<file path="src/rtl/ring_sequence_monitor_if.sv">
`default_nettype none
// ============================================================================
// Module      : ring_sequence_monitor_if
// Description : Bundle between a 4-bit one-hot ring counter output and its
//               downstream sequence monitor.
//               Count_in   - ring counter state seen by the monitor
//               Locked     - monitor is locked onto the rotation
//               Rev_strobe - one-cycle pulse per completed revolution
//               Rev_count  - completed revolutions since reset (wraps)
//               Fault      - sticky fault flag
//               Fault_code - 00 none, 01 NOT_ONEHOT, 10 BAD_STEP, 11 STALL
//               master : side that drives Count_in and observes status
//               slave  : the monitor itself
// Revision    : 1.0 - initial release
// ============================================================================
interface ring_sequence_monitor_if #(
    parameter int WIDTH = 4,
    parameter int REV_W = 8
);
    logic [WIDTH-1:0] Count_in;
    logic             Locked;
    logic             Rev_strobe;
    logic [REV_W-1:0] Rev_count;
    logic             Fault;
    logic [1:0]       Fault_code;

    modport master (
        output Count_in,
        input  Locked,
        input  Rev_strobe,
        input  Rev_count,
        input  Fault,
        input  Fault_code
    );

    modport slave (
        input  Count_in,
        output Locked,
        output Rev_strobe,
        output Rev_count,
        output Fault,
        output Fault_code
    );
endinterface
`default_nettype wire

</file>
<file path="src/rtl/ring_sequence_monitor.sv">
`default_nettype none
// ============================================================================
// Module      : ring_sequence_monitor
// Description : Self-check for a one-hot ring counter. Tracks the rotation
//               0001->0010->0100->1000->0001, locks after LOCK_CYCLES good
//               steps, counts revolutions with a strobe per wrap, and raises
//               a sticky coded fault on an illegal value, illegal step or
//               stall longer than STALL_MAX cycles.
// Ports       : Clock - rising-edge clock shared with the ring counter
//               Reset - synchronous, active-high reset
//               mon   - slave side of ring_sequence_monitor_if
//                       (Count_in in; Locked, Rev_strobe, Rev_count, Fault,
//                        Fault_code out, all registered)
// Revision    : 1.0 - initial release
// ============================================================================
module ring_sequence_monitor #(
    parameter int WIDTH       = 4,
    parameter int REV_W       = 8,
    parameter int LOCK_CYCLES = 2,
    parameter int STALL_MAX   = 3
) (
    input  wire logic               Clock,
    input  wire logic               Reset,
    ring_sequence_monitor_if.slave  mon
);

    typedef enum logic [1:0] {
        ST_IDLE   = 2'd0,
        ST_SYNC   = 2'd1,
        ST_LOCKED = 2'd2,
        ST_FAULT  = 2'd3
    } state_t;

    localparam logic [WIDTH-1:0] c_WRAP       = {{(WIDTH-1){1'b0}}, 1'b1};
    localparam logic [3:0]       c_LOCK_LAST  = 4'(LOCK_CYCLES - 1);
    localparam logic [3:0]       c_STALL_LAST = 4'(STALL_MAX - 1);
    localparam logic [3:0]       c_STALL_MAX  = 4'(STALL_MAX);

    localparam logic [1:0] c_CODE_ONEHOT = 2'b01;
    localparam logic [1:0] c_CODE_STEP   = 2'b10;
    localparam logic [1:0] c_CODE_STALL  = 2'b11;

    state_t           state_q;
    logic [WIDTH-1:0] prev_q;
    logic [3:0]       good_cnt_q;
    logic [3:0]       stall_cnt_q;
    logic             locked_q;
    logic             strobe_q;
    logic [REV_W-1:0] rev_count_q;
    logic             fault_q;
    logic [1:0]       code_q;

    logic [WIDTH-1:0] w_cnt;
    logic [WIDTH-1:0] w_rot;
    logic             w_onehot;
    logic             w_good;
    logic             w_hold;

    assign w_cnt    = mon.Count_in;
    // Expected next value: previous sample rotated left, MSB wrapping to bit 0.
    assign w_rot    = {prev_q[WIDTH-2:0], prev_q[WIDTH-1]};
    // Clearing the lowest set bit leaves zero only for a single set bit.
    assign w_onehot = (w_cnt != '0) && ((w_cnt & (w_cnt - c_WRAP)) == '0);
    assign w_good   = (w_cnt == w_rot);
    assign w_hold   = (w_cnt == prev_q);

    always_ff @(posedge Clock) begin
        if (Reset) begin
            state_q     <= ST_IDLE;
            prev_q      <= '0;
            good_cnt_q  <= '0;
            stall_cnt_q <= '0;
            locked_q    <= 1'b0;
            strobe_q    <= 1'b0;
            rev_count_q <= '0;
            fault_q     <= 1'b0;
            code_q      <= 2'b00;
        end else begin
            strobe_q <= 1'b0;
            // prev freezes in FAULT so the offending context is preserved.
            if (state_q != ST_FAULT) begin
                prev_q <= w_cnt;
            end

            case (state_q)
                ST_IDLE: begin
                    if (w_onehot) begin
                        state_q     <= ST_SYNC;
                        good_cnt_q  <= '0;
                        stall_cnt_q <= '0;
                    end
                end

                ST_SYNC: begin
                    // Before lock, any irregularity just drops back to IDLE.
                    if (!w_onehot || !(w_good || w_hold)) begin
                        state_q <= ST_IDLE;
                    end else if (w_good) begin
                        stall_cnt_q <= '0;
                        if (good_cnt_q == c_LOCK_LAST) begin
                            state_q  <= ST_LOCKED;
                            locked_q <= 1'b1;
                        end else begin
                            good_cnt_q <= good_cnt_q + 4'd1;
                        end
                    end else begin
                        if (stall_cnt_q == c_STALL_LAST) begin
                            state_q <= ST_IDLE;
                        end else begin
                            stall_cnt_q <= stall_cnt_q + 4'd1;
                        end
                    end
                end

                ST_LOCKED: begin
                    if (!w_onehot) begin
                        state_q  <= ST_FAULT;
                        locked_q <= 1'b0;
                        fault_q  <= 1'b1;
                        code_q   <= c_CODE_ONEHOT;
                    end else if (w_good) begin
                        stall_cnt_q <= '0;
                        if (w_cnt == c_WRAP) begin
                            strobe_q    <= 1'b1;
                            rev_count_q <= rev_count_q + 1'b1;
                        end
                    end else if (w_hold) begin
                        // Fault only when the hold count would pass STALL_MAX.
                        if (stall_cnt_q == c_STALL_MAX) begin
                            state_q  <= ST_FAULT;
                            locked_q <= 1'b0;
                            fault_q  <= 1'b1;
                            code_q   <= c_CODE_STALL;
                        end else begin
                            stall_cnt_q <= stall_cnt_q + 4'd1;
                        end
                    end else begin
                        state_q  <= ST_FAULT;
                        locked_q <= 1'b0;
                        fault_q  <= 1'b1;
                        code_q   <= c_CODE_STEP;
                    end
                end

                ST_FAULT: begin
                    // Sticky until Reset.
                end

                default: begin
                    state_q <= ST_IDLE;
                end
            endcase
        end
    end

    assign mon.Locked     = locked_q;
    assign mon.Rev_strobe = strobe_q;
    assign mon.Rev_count  = rev_count_q;
    assign mon.Fault      = fault_q;
    assign mon.Fault_code = code_q;

endmodule
`default_nettype wire

</file>
<file path="src/flat_wrapper.sv">
// flat-port wrapper written by rule: the top's interface ports become plain ports
module ring_sequence_monitor_flat 
#(
    parameter int WIDTH       = 4,
    parameter int REV_W       = 8,
    parameter int LOCK_CYCLES = 2,
    parameter int STALL_MAX   = 3
)
  (Clock, Reset, mon_Count_in, mon_Locked, mon_Rev_strobe, mon_Rev_count, mon_Fault, mon_Fault_code);
  ring_sequence_monitor_if #(.WIDTH(WIDTH), .REV_W(REV_W)) mon_i ();
  input  wire logic Clock;
  input  wire logic Reset;
  input wire logic [$bits(mon_i.Count_in)-1:0] mon_Count_in;
  output wire logic [$bits(mon_i.Locked)-1:0] mon_Locked;
  output wire logic [$bits(mon_i.Rev_strobe)-1:0] mon_Rev_strobe;
  output wire logic [$bits(mon_i.Rev_count)-1:0] mon_Rev_count;
  output wire logic [$bits(mon_i.Fault)-1:0] mon_Fault;
  output wire logic [$bits(mon_i.Fault_code)-1:0] mon_Fault_code;
  assign mon_i.Count_in = mon_Count_in;
  assign mon_Locked = mon_i.Locked;
  assign mon_Rev_strobe = mon_i.Rev_strobe;
  assign mon_Rev_count = mon_i.Rev_count;
  assign mon_Fault = mon_i.Fault;
  assign mon_Fault_code = mon_i.Fault_code;
  ring_sequence_monitor #(.WIDTH(WIDTH), .REV_W(REV_W), .LOCK_CYCLES(LOCK_CYCLES), .STALL_MAX(STALL_MAX)) u_core (.Clock(Clock), .Reset(Reset), .mon(mon_i));
endmodule
</file>
<file path="config.mk">
export PLATFORM = sky130hd
export DESIGN_NAME = ring_sequence_monitor_flat
export DESIGN_NICKNAME = d
export VERILOG_FILES = /design/src/rtl/ring_sequence_monitor_if.sv /design/src/rtl/ring_sequence_monitor.sv /design/src/flat_wrapper.sv
export SDC_FILE = /design/constraint.sdc
export NUM_CORES = 1
export LEC_CHECK = 0
export CAP_MARGIN = 20
export CORE_MARGIN = 1
export CORE_UTILIZATION = 55
export CTS_CLUSTER_SIZE = 40
export DETAILED_ROUTE_END_ITERATION = 8
export PLACE_DENSITY = 0.79
export SLEW_MARGIN = 20
export SYNTH_ARGS = -nofsm -noshare
export SYNTH_HDL_FRONTEND = slang
export SYNTH_SLANG_ARGS = --single-unit
</file>
<file path="constraint.sdc">
create_clock -name Clock -period 3.5 [get_ports Clock]
set_clock_uncertainty 0.15 [all_clocks]
set_input_delay 0.7 -clock Clock [delete_from_list [all_inputs] [get_ports Clock]]
set_output_delay 0.7 -clock Clock [all_outputs]
set_load 0.02 [all_outputs]
</file>
==> flow_summary.yaml, run 1 <==
place:
  port_buffers: 18
  dp_cells: 220
  place.gp.congestion: 0.909
  hpwl_um: 2420
global_routing:
  grt.busiest_layer: "met2"
  use_met3_pct: 3.04
  first_global_vias: 1260
  grt_max_degree: 23
  grt_pass1_wl_um: 5370
  met1_usage_pct: 26.9
  track_usage_pct: 21.5
  overflow: 0
  use_met2_pct: 35.6
  antenna_found_initial: 0
clocking:
  ctsResizeCount: 0
  htree_levels: 1
  cts_setup_buffers: 0
  clk_pin_slew_ps: 130
  tritoncts: "done"
  clock_path_buffers: 2
  cts_buffers: 3
  cts_root_buf: "clkbuf_4"
  clock-sinks: 27
  clock_latency_ps: 320
  ctsHoldBuffers: 0
logic_synthesis:
  synthDistinctLibCells: 41
  synth_cells: 179
  syn_area_per_cell_um2: 8.74
  seq_area_frac_synth_pct: 34.5
  synth.cell_area_mm2: 0.00157
  yosysWarnings: 0
  syn_nets: 196
  ys_seq_elements: 27
  synth-async-reset-ratio_pct: 0
  synthFlopType: "dfxtp_1"
  synth_edf_count: 0
sta:
  finalHoldViolations: 0
  timing.setup.tns_ps: 0
  fin_crit_sh_pct: 87.6
  setup-violations-final: 0
  fmax_ghz: 0.326
  max-slew-margin-rel_pct: 48.4
  fin_crit_ps: 3070
  tightest_slew_ps: 772
  slew_violations: 0
  rsz0062_at_grt: "no"
finish:
  fillers: 201
  final_nets: 212
  drive_above_1_share_pct: 8.76
  n_antenna_cell: 0
  final_cell_count_no_fill: 224
  syn_to_final_growth_pct: 13.6
floorplan:
  initial_utilization_pct: 60.4
  fp.dieH_um: 55.3
  io_pins: 19
  die_area_mm2: 0.00306
  fp-row-count: 18
  dieWidth_um: 55.3
  core_mm2: 0.00259
worst_setup_path:
  crit_start: "mon_Count_in[0]"
  worstPathArrival_ps: 3180
  cp-endpoint: "u_core.stall_cnt_q[3]"
  cp.depth: 7
  path_buf_inv: 1
  cp_slowest_stage_delay_ps: 650
  rr_worst_depth: 6
  path_class: "in2reg"
  crit_family: "simple AND/OR/NAND/NOR gates"
  r2r_slack_ps: 1110
  r2r-start: "u_core.prev_q[1]"
  end_kind: "register"
  crit_top_cell: "a21oi_1"
  cp_max_fo: 8
  cp-start-kind: "input port"
  slowest_stage: "clkdlybuf4s50_1"
  r2r-end: "u_core.stall_cnt_q[3]"
  required_ps: 3610
  path_cells: "clkdlybuf4s50_1 > or4b_4 > o311a_4 > a21oi_1 > o21ai_1 > or4_1 > a21oi_1"
power:
  power.leakage_nw: 0.615
  vdd_ir_drop_max_mv: 0.305
  power_density_mw_per_mm2: 349
routing:
  wire_per_inst_um: 14.1
  wl_um: 3170
  drc_errors: 0
  final_antenna_net_count: 0
  drt_pass1_iterations: 4
  via_per_inst: 5.88
  vias: 1318
  drt_iter0_drc: 24
run:
  maxCapViolations: 0
run_status:
  status: "complete, no violations"
hold_path:
  hold_path_class: "reg2reg"
-- cell usage in the layout (no fill, tap or decap), types with 2 or more instances in the layout --
master           instances
ha_1                    11
nor3_1                   3
o31ai_1                  3
buf_4                    2
xor2_1                   8
dfxtp_1                 27
inv_1                    8
nand3_1                  3
nor4_1                   2
nand2b_1                 2
nand4_1                  4
a21oi_1                 10
o21ai_0                  7
nand2_1                 11
nor3_2                   2
or3_1                    3
nor2_1                  26
clkdlybuf4s50_1         18
or4_1                    5
or4b_4                   2
xnor2_1                  9
clkbuf_4                 3
mux2i_1                  6
-- logic make-up (layout without fill, tap and decap cells) --
family / count (synthesis) / after routing / synth area share, %
and+or+nand+nor: 72 / 72 / 25.3
AOI/OAI and AO/OA: 28 / 28 / 12.4
DFF: 27 / 27 / 34.5
xor gates and xnor gates: 17 / 17 / 9.51
buffers and inverters: 17 / 32 / 4.88
adders and majority gates: 11 / 11 / 8.79
muxes: 7 / 7 / 4.56
-- worst reg2reg max path, delay by kind of cell (launching register included) --
kind,cells,cell delay (ps)
xor+xnor,1,170
flops,1,360
compound gates,2,320
simple gates,3,1340
-- registers in the layout, summed over array words and instances (netlist names) --
register	count
u_core.good_cnt_q	4
u_core.mon.Locked	1
u_core.stall_cnt_q	4
u_core.mon.Fault	1
u_core.mon.Rev_count	8
u_core.mon.Fault_code	2
u_core.state_q	2
u_core.mon.Rev_strobe	1
u_core.prev_q	4
-- power breakdown --
| group | total (mW) | internal [mW] | leakage (nW) | switching, mW |
|---|---|---|---|---|
| registers | 0.334 | 0.320 | 0.219 | 0.0137 |
| clock network | 0.134 | 0.0446 | 0.0150 | 0.0897 |
| logic | 0.152 | 0.0615 | 0.381 | 0.0905 |
-- layout make-up --
class,count,area (um2),share of cell area (%)
multi-input combinational,135,948,53.3
tap,30,37.5,2.11
timing repair buffer,20,195,11.0
sequential,27,541,30.4
clock buffer,4,26.3,1.48
inverter,8,30.0,1.69
-- stage by stage --
stage               setup WS, ps  utilization (%)  hold WS (ps)  cell area [um2]  power (mW)
global placement             230             67.6           306             1750       0.483
CTS                          473             68.6           344             1780       0.624
finish                       434             68.6           349             1780       0.620
detailed placement           120             67.6           326             1750       0.492
floorplan                    790                -           302             1570       0.453
global route                 401             68.6           366             1780       0.657
-- worst min-delay path by stage --
stage | depth (start not counted) | endpoint | startpoint | slack, ps
after floorplan | 2 | u_core.stall_cnt_q[3] | u_core.stall_cnt_q[3] | 300
after global routing | 2 | u_core.stall_cnt_q[3] | u_core.stall_cnt_q[3] | 370
final | 2 | u_core.stall_cnt_q[3] | u_core.stall_cnt_q[3] | 350
after CTS | 2 | u_core.stall_cnt_q[3] | u_core.stall_cnt_q[3] | 340
after global placement | 2 | u_core.mon.Fault | u_core.mon.Fault | 310
after detailed placement | 2 | u_core.stall_cnt_q[3] | u_core.stall_cnt_q[3] | 330
-- per-layer routing --
layer  part of all wire, %  wire length, um  up-vias
met4                   1.7               53        0
met5                     0                0        -
met3                   3.5              110        7
li1                      -                -      652
met1                    46             1470      624
met2                    48             1540       35
-- cell usage after synthesis (2+ instances only) --
library cell	n	area, um2
a21oi_1	10	50.1
buf_2	4	20.0
clkbuf_1	4	15.0
dfxtp_1	27	541
ha_1	11	138
inv_1	8	30.0
mux2i_1	6	60.1
nand2_1	11	41.3
nand2b_1	2	12.5
nand3_1	3	15.0
nand4_1	4	25.0
nor2_1	26	97.6
nor3_1	3	15.0
nor3_2	2	20.0
nor4_1	2	12.5
o21ai_0	7	35.0
o31ai_1	3	22.5
or3_1	3	18.8
or4_1	5	37.5
or4b_4	2	27.5
xnor2_1	9	78.8
xor2_1	8	70.1
No activity file was read; power rests on OpenSTA's default activity.
==> run 2, diff against run 1 <==
--- a/config.mk
+++ b/config.mk
@@ -5,12 +5,14 @@
 export SDC_FILE = /design/constraint.sdc
 export NUM_CORES = 1
 export LEC_CHECK = 0
+export ABC_CLOCK_PERIOD_IN_PS = 3500
 export CAP_MARGIN = 20
 export CORE_MARGIN = 1
 export CORE_UTILIZATION = 55
 export CTS_CLUSTER_SIZE = 40
 export DETAILED_ROUTE_END_ITERATION = 8
-export PLACE_DENSITY = 0.79
+export GPL_TIMING_DRIVEN = 0
+export PLACE_DENSITY = 0.89
 export SLEW_MARGIN = 20
 export SYNTH_ARGS = -nofsm -noshare
 export SYNTH_HDL_FRONTEND = slang
==> flow_summary.yaml, run 2 (same netlist as run 1, synthesis figures left out) <==
run_status:
  status: "complete, no violations"
sta:
  max-slew-margin-rel_pct: 67.1
  final_critical_path_setup_slack_ps: 940
  tightest_slew_ps: 490
  fin_crit_ps: 2560
  setup-violations-final: 0
  fmax_ghz: 0.391
  rsz0062_at_grt: "no"
  slew_violations: 0
  timing.setup.tns_ps: 0
  finalHoldViolations: 0
  fin_crit_sh_pct: 73.2
finish:
  layout_common_cells: "27 x dfxtp_1, 26 x nor2_1, 13 x clkdlybuf4s50_1"
  drive_above_1_share_pct: 10.7
  syn_to_final_growth_pct: 12.6
  largest_register_ffs: 8
  final_nets: 214
  n_antenna_cell: 0
  mostFrequentLayoutCell: "dfxtp_1"
power:
  power.leakage_nw: 0.610
  power_density_mw_per_mm2: 359
  vdd_ir_drop_max_mv: 0.299
clocking:
  ctsResizeCount: 0
  clock-sinks: 27
  htree_levels: 1
  clock_path_buffers: 2
  ctsHoldBuffers: 0
  cts_setup_buffers: 0
  cts_root_buf: "clkbuf_4"
  tritoncts: "done"
  clk_pin_slew_ps: 150
  cts_buffers: 3
  clock_latency_ps: 340
hold_path:
  min_path_cells: 2
  min_from: "u_core.stall_cnt_q[3]"
  hold_path_class: "reg2reg"
  holdPathEnd: "u_core.stall_cnt_q[3]"
routing:
  drc_errors: 0
  wl_um: 3440
  final_antenna_net_count: 0
  vias: 1357
  drt_iter0_drc: 36
  drt_pass1_iterations: 4
  wire_per_inst_um: 15.2
  via_per_inst: 6.00
floorplan:
  fp.dieH_um: 55.3
  io_pins: 19
  initial_utilization_pct: 60.4
  die_area_mm2: 0.00306
  dieWidth_um: 55.3
  fp-row-count: 18
  core_mm2: 0.00259
worst_setup_path:
  path_class: "in2reg"
  r2r-end: "u_core.stall_cnt_q[3]"
  cp_max_fo: 8
  rr_worst_depth: 7
  end_kind: "register"
  cp-start-kind: "input port"
  required_ps: 3630
  r2r-start: "u_core.prev_q[2]"
  r2r_slack_ps: 1140
  worstPathArrival_ps: 2690
global_routing:
  first_global_vias: 1384
  overflow: 0
  antenna_found_initial: 0
  grt_max_degree: 17
  track_usage_pct: 23.6
  grt_pass1_wl_um: 5980
place:
  place_ws_ps: 618
  hpwl_um: 2510
  place.gp.congestion: 0.908
  port_buffers: 13
run:
  maxCapViolations: 0
-- run 2: per-stage QoR --
stage / power (mW) / cells / util [%] / cell area (um2) / hold slack, ps
after floorplan: 0.453 / 179 / - / 1570 / 302
after global placement: 0.479 / 222 / 66.9 / 1730 / 314
after detailed placement: 0.492 / 222 / 66.9 / 1730 / 308
after CTS: 0.632 / 226 / 68.1 / 1760 / 354
after global routing: 0.663 / 226 / 68.1 / 1760 / 384
final: 0.633 / 226 / 68.1 / 1760 / 355
-- run 2: power breakdown --
part / internal (mW) / switching, mW
clock network: 0.0439 / 0.100
logic: 0.0593 / 0.0953
registers: 0.320 / 0.0145
-- run 2: final cells by class --
type	count	area, um2
well taps	30	37.5
multi-input cells	135	948
fillers	198	827
clock buffers	3	22.5
plain buffers	9	46.3
flip-flops and latches	27	541
repair buffers	13	130
clock inverters	1	7.51
inverters	8	30.0
-- run 2: worst max-delay path: stages --
cell and delay (ps):
buf_2 150, or4b_4 570, o311a_4 190, a21oi_1 200
o21ai_1 220, or4_1 510, a21oi_1 150
-- run 2: layer usage --
metal / share of wire (%) / up-vias / GRT usage [%] / routed length, um
met3: 3.2 / 6 / 3.28 / 110
met4: 1.9 / 0 / 9.29 / 66
met1: 44 / 659 / 27.0 / 1500
met2: 51 / 31 / 43.7 / 1760
met5: 0 / - / 0 / 0
li1: - / 661 / - / -
-- run 2: worst max path at each step --
| stage | startpoint | to | slack (ps) | cells past startpoint |
|---|---|---|---|---|
| after floorplan | mon_Count_in[1] | u_core.stall_cnt_q[3] | 790 | 7 |
| after global placement | mon_Count_in[1] | u_core.stall_cnt_q[3] | 680 | 7 |
| after detailed placement | mon_Count_in[1] | u_core.stall_cnt_q[3] | 620 | 7 |
| after CTS | mon_Count_in[1] | u_core.stall_cnt_q[3] | 960 | 7 |
| after global routing | mon_Count_in[1] | u_core.stall_cnt_q[3] | 830 | 7 |
| final | mon_Count_in[1] | u_core.stall_cnt_q[3] | 940 | 7 |
